## config.mk

```make
export PLATFORM = sky130hd
export DESIGN_NAME = macro_sched
export DESIGN_NICKNAME = d
export VERILOG_FILES = /design/src/rtl/macro_sched.sv
export SDC_FILE = /design/constraint.sdc
export NUM_CORES = 1
export LEC_CHECK = 0
export CORE_ASPECT_RATIO = 0.8
export CORE_MARGIN = 5
export CORE_UTILIZATION = 45
export CTS_BUF_LIST = sky130_fd_sc_hd__clkbuf_16
export DETAILED_ROUTE_END_ITERATION = 7
export GPL_TIMING_DRIVEN = 0
export PLACE_DENSITY = 0.66
export RECOVER_POWER = 25
export SYNTH_ARGS = -nofsm -noshare
export SYNTH_HDL_FRONTEND = slang
export SYNTH_SLANG_ARGS = --single-unit
```

## constraint.sdc

```tcl
create_clock -name clk -period 2 [get_ports clk]
set_input_delay 0.3 -clock clk [delete_from_list [all_inputs] [get_ports clk]]
set_output_delay 0.3 -clock clk [all_outputs]
set_load 0.01 [all_outputs]
```

## src/rtl/macro_sched.sv

```systemverilog
// -----------------------------------------------------------------------------
// macro_sched
// Pass scheduler for a compute-in-memory macro. For every accepted 3x3 window
// it runs CHS_NUM passes. Each pass is EN_CYC cycles of macro_enable, then
// ADC_CYC cycles of macro_adc, then one capture cycle with ps_valid. Windows
// are counted, and frame_done marks the final capture of the last window of a
// FM_WIDTH x FM_WIDTH frame.
//
// Ports
//   clk            rising-edge clock
//   rst            asynchronous active-high reset
//   mode_in        1 = compute, 0 = parameter load (blocks new windows)
//   verticle_sync  frame-start pulse; aborts any window in flight
//   win_valid      upstream presents a window
//   win_ready      window accepted this cycle (only combinational output)
//   macro_enable   macro compute enable
//   macro_adc      macro ADC convert strobe
//   chs_ps         partial-sum channel select (current pass)
//   ps_valid       macro output for pass chs_ps is ready to capture
//   frame_done     last capture of the last window in a frame
//   busy           scheduler not idle
//
// state | meaning
// IDLE  | waiting for a window
// EN    | macro_enable phase of the current pass
// ADC   | macro_adc phase of the current pass
// CAP   | one-cycle capture of the partial sum for the current pass
// -----------------------------------------------------------------------------
module macro_sched #(
  parameter int CHS_NUM  = 4,
  parameter int EN_CYC   = 2,
  parameter int ADC_CYC  = 1,
  parameter int FM_WIDTH = 56
) (
  input  logic       clk,
  input  logic       rst,
  input  logic       mode_in,
  input  logic       verticle_sync,
  input  logic       win_valid,
  output logic       win_ready,
  output logic       macro_enable,
  output logic       macro_adc,
  output logic [1:0] chs_ps,
  output logic       ps_valid,
  output logic       frame_done,
  output logic       busy
);

  localparam int WIN_TOTAL = FM_WIDTH * FM_WIDTH;
  localparam int WIN_W     = (WIN_TOTAL > 1) ? $clog2(WIN_TOTAL) : 1;

  localparam logic [1:0]       PASS_LAST = 2'(CHS_NUM - 1);
  localparam logic [3:0]       EN_LOAD   = 4'(EN_CYC - 1);
  localparam logic [3:0]       ADC_LOAD  = 4'(ADC_CYC - 1);
  localparam logic [WIN_W-1:0] WIN_LAST  = WIN_W'(WIN_TOTAL - 1);

  typedef enum logic [1:0] {
    IDLE = 2'd0,
    EN   = 2'd1,
    ADC  = 2'd2,
    CAP  = 2'd3
  } state_t;

  state_t           state, state_nxt;
  logic [1:0]       pass, pass_nxt;
  logic [3:0]       phase, phase_nxt;
  logic [WIN_W-1:0] win_cnt, win_cnt_nxt;

  always_ff @(posedge clk or posedge rst) begin
    if (rst) begin
      state   <= IDLE;
      pass    <= 2'd0;
      phase   <= 4'd0;
      win_cnt <= '0;
    end else begin
      state   <= state_nxt;
      pass    <= pass_nxt;
      phase   <= phase_nxt;
      win_cnt <= win_cnt_nxt;
    end
  end

  assign win_ready = (state == IDLE) && mode_in && !verticle_sync;

  always_comb begin
    state_nxt   = state;
    pass_nxt    = pass;
    phase_nxt   = phase;
    win_cnt_nxt = win_cnt;
    if (verticle_sync) begin
      state_nxt   = IDLE;
      pass_nxt    = 2'd0;
      phase_nxt   = 4'd0;
      win_cnt_nxt = '0;
    end else begin
      case (state)
        IDLE: begin
          if (win_valid && win_ready) begin
            state_nxt = EN;
            pass_nxt  = 2'd0;
            phase_nxt = EN_LOAD;
          end
        end
        EN: begin
          if (phase == 4'd0) begin
            state_nxt = ADC;
            phase_nxt = ADC_LOAD;
          end else begin
            phase_nxt = phase - 4'd1;
          end
        end
        ADC: begin
          if (phase == 4'd0) begin
            state_nxt = CAP;
            phase_nxt = 4'd0;
          end else begin
            phase_nxt = phase - 4'd1;
          end
        end
        CAP: begin
          if (pass == PASS_LAST) begin
            state_nxt   = IDLE;
            pass_nxt    = 2'd0;
            win_cnt_nxt = (win_cnt == WIN_LAST) ? '0 : win_cnt + 1'b1;
          end else begin
            state_nxt = EN;
            pass_nxt  = pass + 2'd1;
            phase_nxt = EN_LOAD;
          end
        end
        default: state_nxt = IDLE;
      endcase
    end
  end

  // Strobes decode straight from flops, so they are glitch-free of inputs and
  // drop together with the state on reset or sync.
  assign macro_enable = (state == EN);
  assign macro_adc    = (state == ADC);
  assign ps_valid     = (state == CAP);
  assign chs_ps       = pass;
  assign busy         = (state != IDLE);
  assign frame_done   = (state == CAP) && (pass == PASS_LAST) && (win_cnt == WIN_LAST);

endmodule

```

After elaboration in Yosys (flattened, before gate mapping)
Index checks and enable logic that the tools add are counted.
{"block": "totals", "ff_bits": 20, "inputBits": 5, "output_inout_bits": 8, "wordCells": 52}
{"block": "op_classes", "n_addsub": 3, "n_eq_ne": 9, "mux": 19, "n_reduce_logical": 17}
{"op": "2-to-1 mux 12 bit", "count": 4}
{"op": "2-to-1 mux 4 bit", "count": 4}
{"op": "2-to-1 mux 2 bit", "count": 7}
{"op": "adder 12 x 1 -> 12 bit (second input constant)", "count": 1}
{"op": "equality test 12 bit (second input constant)", "count": 1}
{"op": "case mux 4 bit (3 select lines)", "count": 1}
{"op": "!= test 3 x 2 -> 1 bit (second input constant)", "count": 3}
{"op": "case mux 2 bit (4 select lines)", "count": 1}
{"op": "equality test 2 bit (second input constant)", "count": 3}
{"op": "AND reduction 2 bit", "count": 3}
{"op": "nonzero test 2 bit", "count": 3}
{"op": "logical AND 1 bit", "count": 5}
{"op": "logical NOT 4 bit", "count": 1}
{"op": "case mux 2 bit (2 select lines)", "count": 1}
{"op": "subtractor 4 x 1 -> 4 bit (second input constant)", "count": 1}
{"op": "!= test 3 bit (second input constant)", "count": 1}
{"op": "AND reduction 3 bit", "count": 1}
{"op": "nonzero test 3 bit", "count": 1}
{"op": "adder 2 x 1 -> 2 bit (second input constant)", "count": 1}
{"op": "equality test 2 x 1 -> 1 bit (second input constant)", "count": 1}
{"op": "logical NOT 2 bit", "count": 1}
{"op": "OR reduction 2 bit", "count": 1}
{"op": "logical NOT 1 bit", "count": 1}
{"op": "2-to-1 mux 1 bit", "count": 1}

Depth between registers and ports, before layout
Gate-level depths: netlist of run 1.
{"block": "depth", "ltp_word": 7, "depth_mapped": 6, "ltp_nobuf": 6}

Worst setup path before layout of run 1
Ideal clock, no wire load.
{"block": "synth_path", "path_type": "flip-flop to flip-flop", "start": "register win_cnt[0]", "end": "register win_cnt[10]", "arrival_ns": 1.706, "required_ns": 1.921, "path_slack_ns": 0.214, "stages_incl_launch_ff": 6, "n_path_buf": 0, "cell_sequence": "dfrtp_1 > ha_1 > and4_4 > or4b_4 > or4b_2 > mux2i_1"}
{"block": "synth_between", "elab_chain_len": 5}
{"item": "start, declared", "line_no": "67", "rtl": "logic [WIN_W-1:0] win_cnt, win_cnt_nxt;"}
{"item": "start signal, assigned", "line_no": "79", "rtl": "win_cnt <= win_cnt_nxt;"}
{"item": "adder 12 x 1 -> 12 bit or equality test 12 bit (tied branches)", "line_no": "124", "rtl": "win_cnt_nxt = (win_cnt == WIN_LAST) ? '0 : win_cnt + 1'b1;"}
{"item": "2-to-1 mux 12 bit *", "line_no": "124"}
{"item": "2-to-1 mux 12 bit *", "line_no": "121", "rtl": "if (pass == PASS_LAST) begin"}
{"item": "2-to-1 mux 12 bit *", "line_no": "96", "rtl": "case (state)"}
{"item": "2-to-1 mux 12 bit *", "line_no": "90", "rtl": "if (verticle_sync) begin"}
Every way passes the cells marked *; elsewhere a longest branch is shown, timed or not. The select of a mux whose other input is x is not followed.
A chain may end at the register's enable or synchronous reset.

Worst setup path in the final report of run 1
{"block": "layout_path", "start": "register state[0]", "end": "output port frame_done"}
{"block": "layout_between", "elab_chain_len": 3}
{"item": "start, declared", "line_no": "64", "rtl": "state_t state, state_nxt;"}
{"item": "start signal, assigned", "line_no": "76", "rtl": "state <= state_nxt;"}
{"item": "equality test 2 bit", "line_no": "143", "rtl": "assign frame_done = (state == CAP) && (pass == PASS_LAST) && (win_cnt == WIN_LAST);"}
{"item": "logical AND 1 bit (2 in series)", "line_no": "143"}
{"item": "end, declared", "line_no": "45", "rtl": "output logic frame_done,"}
Every way passes these cells.

==> run metrics, run 1 <==
outcome complete, no violations; Cell Area, Synth 0.00124 mm^2; Post-synth EDFFs 0; vias in the first global route 1004; wl on met1 1300 um; compound-gate portion of the synthesized area 0.178; metal2 WL 1220 um; Setup Viol. Count Final 0; Clock Pin Slew Worst Setup and Hold Paths 60 ps; wire length per cell 13.7 um; max-capacitance violation count 0; Setup CP Type flip-flop to output port; Main synth FF type dfrtp_1; Root Driver clkbuf_16; min-delay worst type flip-flop to flip-flop; Non-Filler Instances 194; mux cell area share after synthesis 0.00806; Max FO, Critical Path 8; post-synthesis async set-or-reset flop share 1.00; RSZ-0062 raised after global routing yes; P_leak 0.636 nW; antenna-violating nets left 0; final slew viol count 0; simple-gate share of the synthesized area 0.279; Req. time, crit path 1700 ps; Slew HR 0.497; Worst setup SP type flip-flop; Sink Count 20; Pwr Density 1020 mW/mm^2; Congestion Overflow GR 0; measured slew at the worst slew-check pin 753 ps; DR WL met3 116 um; Die Y 57.0 um; global-route wire length before repair 4620 um; Post-Synthesis Cells 139; Worst Skew 4.16 ps; final worst path period share 0.975; Die Span X 68.7 um; YS warnings 0; Internal 1.10 mW; Clock Power Share 0.349; most common cell after layout, fill and taps aside dfrtp_1; syn nets 152; Post-layout nets 170; area delta synth->final 25.0%; CTS tree built; Post-DP HPWL 1900 um; die area 0.00392 mm^2; GRT Total Usage 0.152; Yosys reg bits 20; switch share 0.306; count of unique library cells instantiated by Yosys 37; Core Rows 17; TritonCTS buffer count 3; DR vias 1100; Fmax achieved 513 MHz; Initial Util 0.459; highest routed layer met4; Core Region 0.00270 mm^2; VDD IR max 0.586 mV; fin crit period 1950 ps; Final Util 0.574; sequential power share 0.322; GPL Wtd Cong 0.820; Final Hold Fails 0; Post-Synth Adder-Cell Area 0.0806; PortBufs 12; ant diodes 0; H-tree Lvls 1; post-synthesis xor/xnor area fraction 0.00706; layout cells sized above 1 0.109; drt pass-1 iters 4; drt initial violations 53; DR vias/cell 5.67; dpl cells 189; Net Sw Power 485 uW; largest net degree at the start of global routing 21; final WL 2660 um; later-pin clock latency in the skew report 250 ps; crit end category output port; initial antenna violation count 0; share of total power in combinational logic 0.329; arrival time worst endpoint 1650 ps; Post-DP Area 0.00141 mm^2; sequential fraction of the synthesis area 0.403; syn_area_per_cell 8.93 um^2; drc violations 0; cell area after layout 0.00155 mm^2; most frequent cells in the layout dfrtp_1, nand2_1, o21ai_0; clk buf depth 2; Top Ports 13; hold_buf cts 0; main combinational cell family by area after synthesis simple AND/OR/NAND/NOR gates; number of fillers in the final layout 249
## cell type report
| class | instances | area (um^2) | share of cell area |
|---|---|---|---|
| repair buffers | 13 | 125 | 0.0806 |
| flip-flops and latches | 20 | 500 | 0.323 |
| well taps | 38 | 47.5 | 0.0306 |
| plain buffers | 3 | 20.0 | 0.0129 |
| clock buffers | 3 | 75.1 | 0.0484 |
| inverters | 9 | 33.8 | 0.0218 |
| clock inverters | 1 | 30.0 | 0.0194 |
| multi-input cells | 107 | 719 | 0.464 |
## cell usage after synthesis (2+ instances only)
| master | count | area share |
|---|---|---|
| a21oi_1 | 4 | 0.016 |
| a31oi_1 | 10 | 0.050 |
| a32o_1 | 2 | 0.016 |
| and3_1 | 2 | 0.010 |
| dfrtp_1 | 20 | 0.40 |
| ha_1 | 8 | 0.081 |
| inv_1 | 9 | 0.027 |
| nand2_1 | 14 | 0.042 |
| nand2b_1 | 7 | 0.035 |
| nand3_1 | 5 | 0.020 |
| nand3b_1 | 5 | 0.030 |
| nand4_1 | 3 | 0.015 |
| nor2_1 | 7 | 0.021 |
| nor3_1 | 6 | 0.024 |
| nor4_1 | 2 | 0.010 |
| o21ai_0 | 13 | 0.052 |
| o22ai_1 | 2 | 0.010 |
## per-layer routing
layer / vias to the layer above / global-route usage
met5: - / 0
met4: 0 / 0.0250
met3: 2 / 0.0472
met2: 22 / 0.219
met1: 522 / 0.229
li1: 554 / -
## worst paths after layout
check                                start          to  slack (ps)  cells past startpoint
min in group asynchronous              rst    phase[2]         620                      2
worst max register to register  win_cnt[1]  win_cnt[9]         120                      6
worst min-delay path              phase[1]    phase[1]         520                      2
worst max-delay path              state[0]  frame_done          50                      4
worst min register to register    phase[1]    phase[1]         520                      2
max in group asynchronous              rst  win_cnt[4]         910                      2
## stage by stage
stage               setup TNS (ps)  hold slack [ps]  power [mW]  setup WS, ps
finish                           0              517        1.58          50.0
floorplan                        0              264       0.839           214
detailed placement           -92.4              496        1.01         -92.4
CTS                              0              518        1.58          28.8
global route                 -72.6              535        1.69         -68.2
global placement             -88.3              487       0.995         -88.3
## registers in the layout, summed over array words and instances, names as in the netlist
name and count:
win_cnt 12, phase 4, state 2, chs_ps 2
## timing repair
item | in CTS | in global routing
pin swaps | 0 | 1
gates resized for setup | 5 | 4
setup buffers | 0 | 1
gates cloned | 0 | 0
setup endpoints to repair | 2 | 3
## power groups by stage
stage                     registers (mW)  logic [mW]  clock network (mW)
after floorplan                    0.507       0.332                   0
after global placement             0.514       0.480                   0
after detailed placement           0.515       0.495                   0
after CTS                          0.509       0.506               0.562
after global routing               0.521       0.590               0.579
final                              0.510       0.520               0.553
## critical path, cell delays in order, from the launching register on
cell and delay, ps:
dfrtp_1 410, ha_2 280, nand2_2 140, nor4_2 270
dlygate4sd2_1 300
## cells by family after synthesis
kind of cell	count (synthesis)
simple gates	61
compound gates	36
flops	20
buf+inv	12
fa+ha+maj	8
xor+xnor	1
mux	1
No activity file was read; power rests on OpenSTA's default activity.
==> run 2: changes to the inputs <==
--- a/config.mk
+++ b/config.mk
@@ -5,6 +5,7 @@
 export SDC_FILE = /design/constraint.sdc
 export NUM_CORES = 1
 export LEC_CHECK = 0
+export CAP_MARGIN = 20
 export CORE_ASPECT_RATIO = 0.8
 export CORE_MARGIN = 5
 export CORE_UTILIZATION = 45
==> results of run 2 <==
No change in the layout: final DEF, timing and power equal those of run 1.
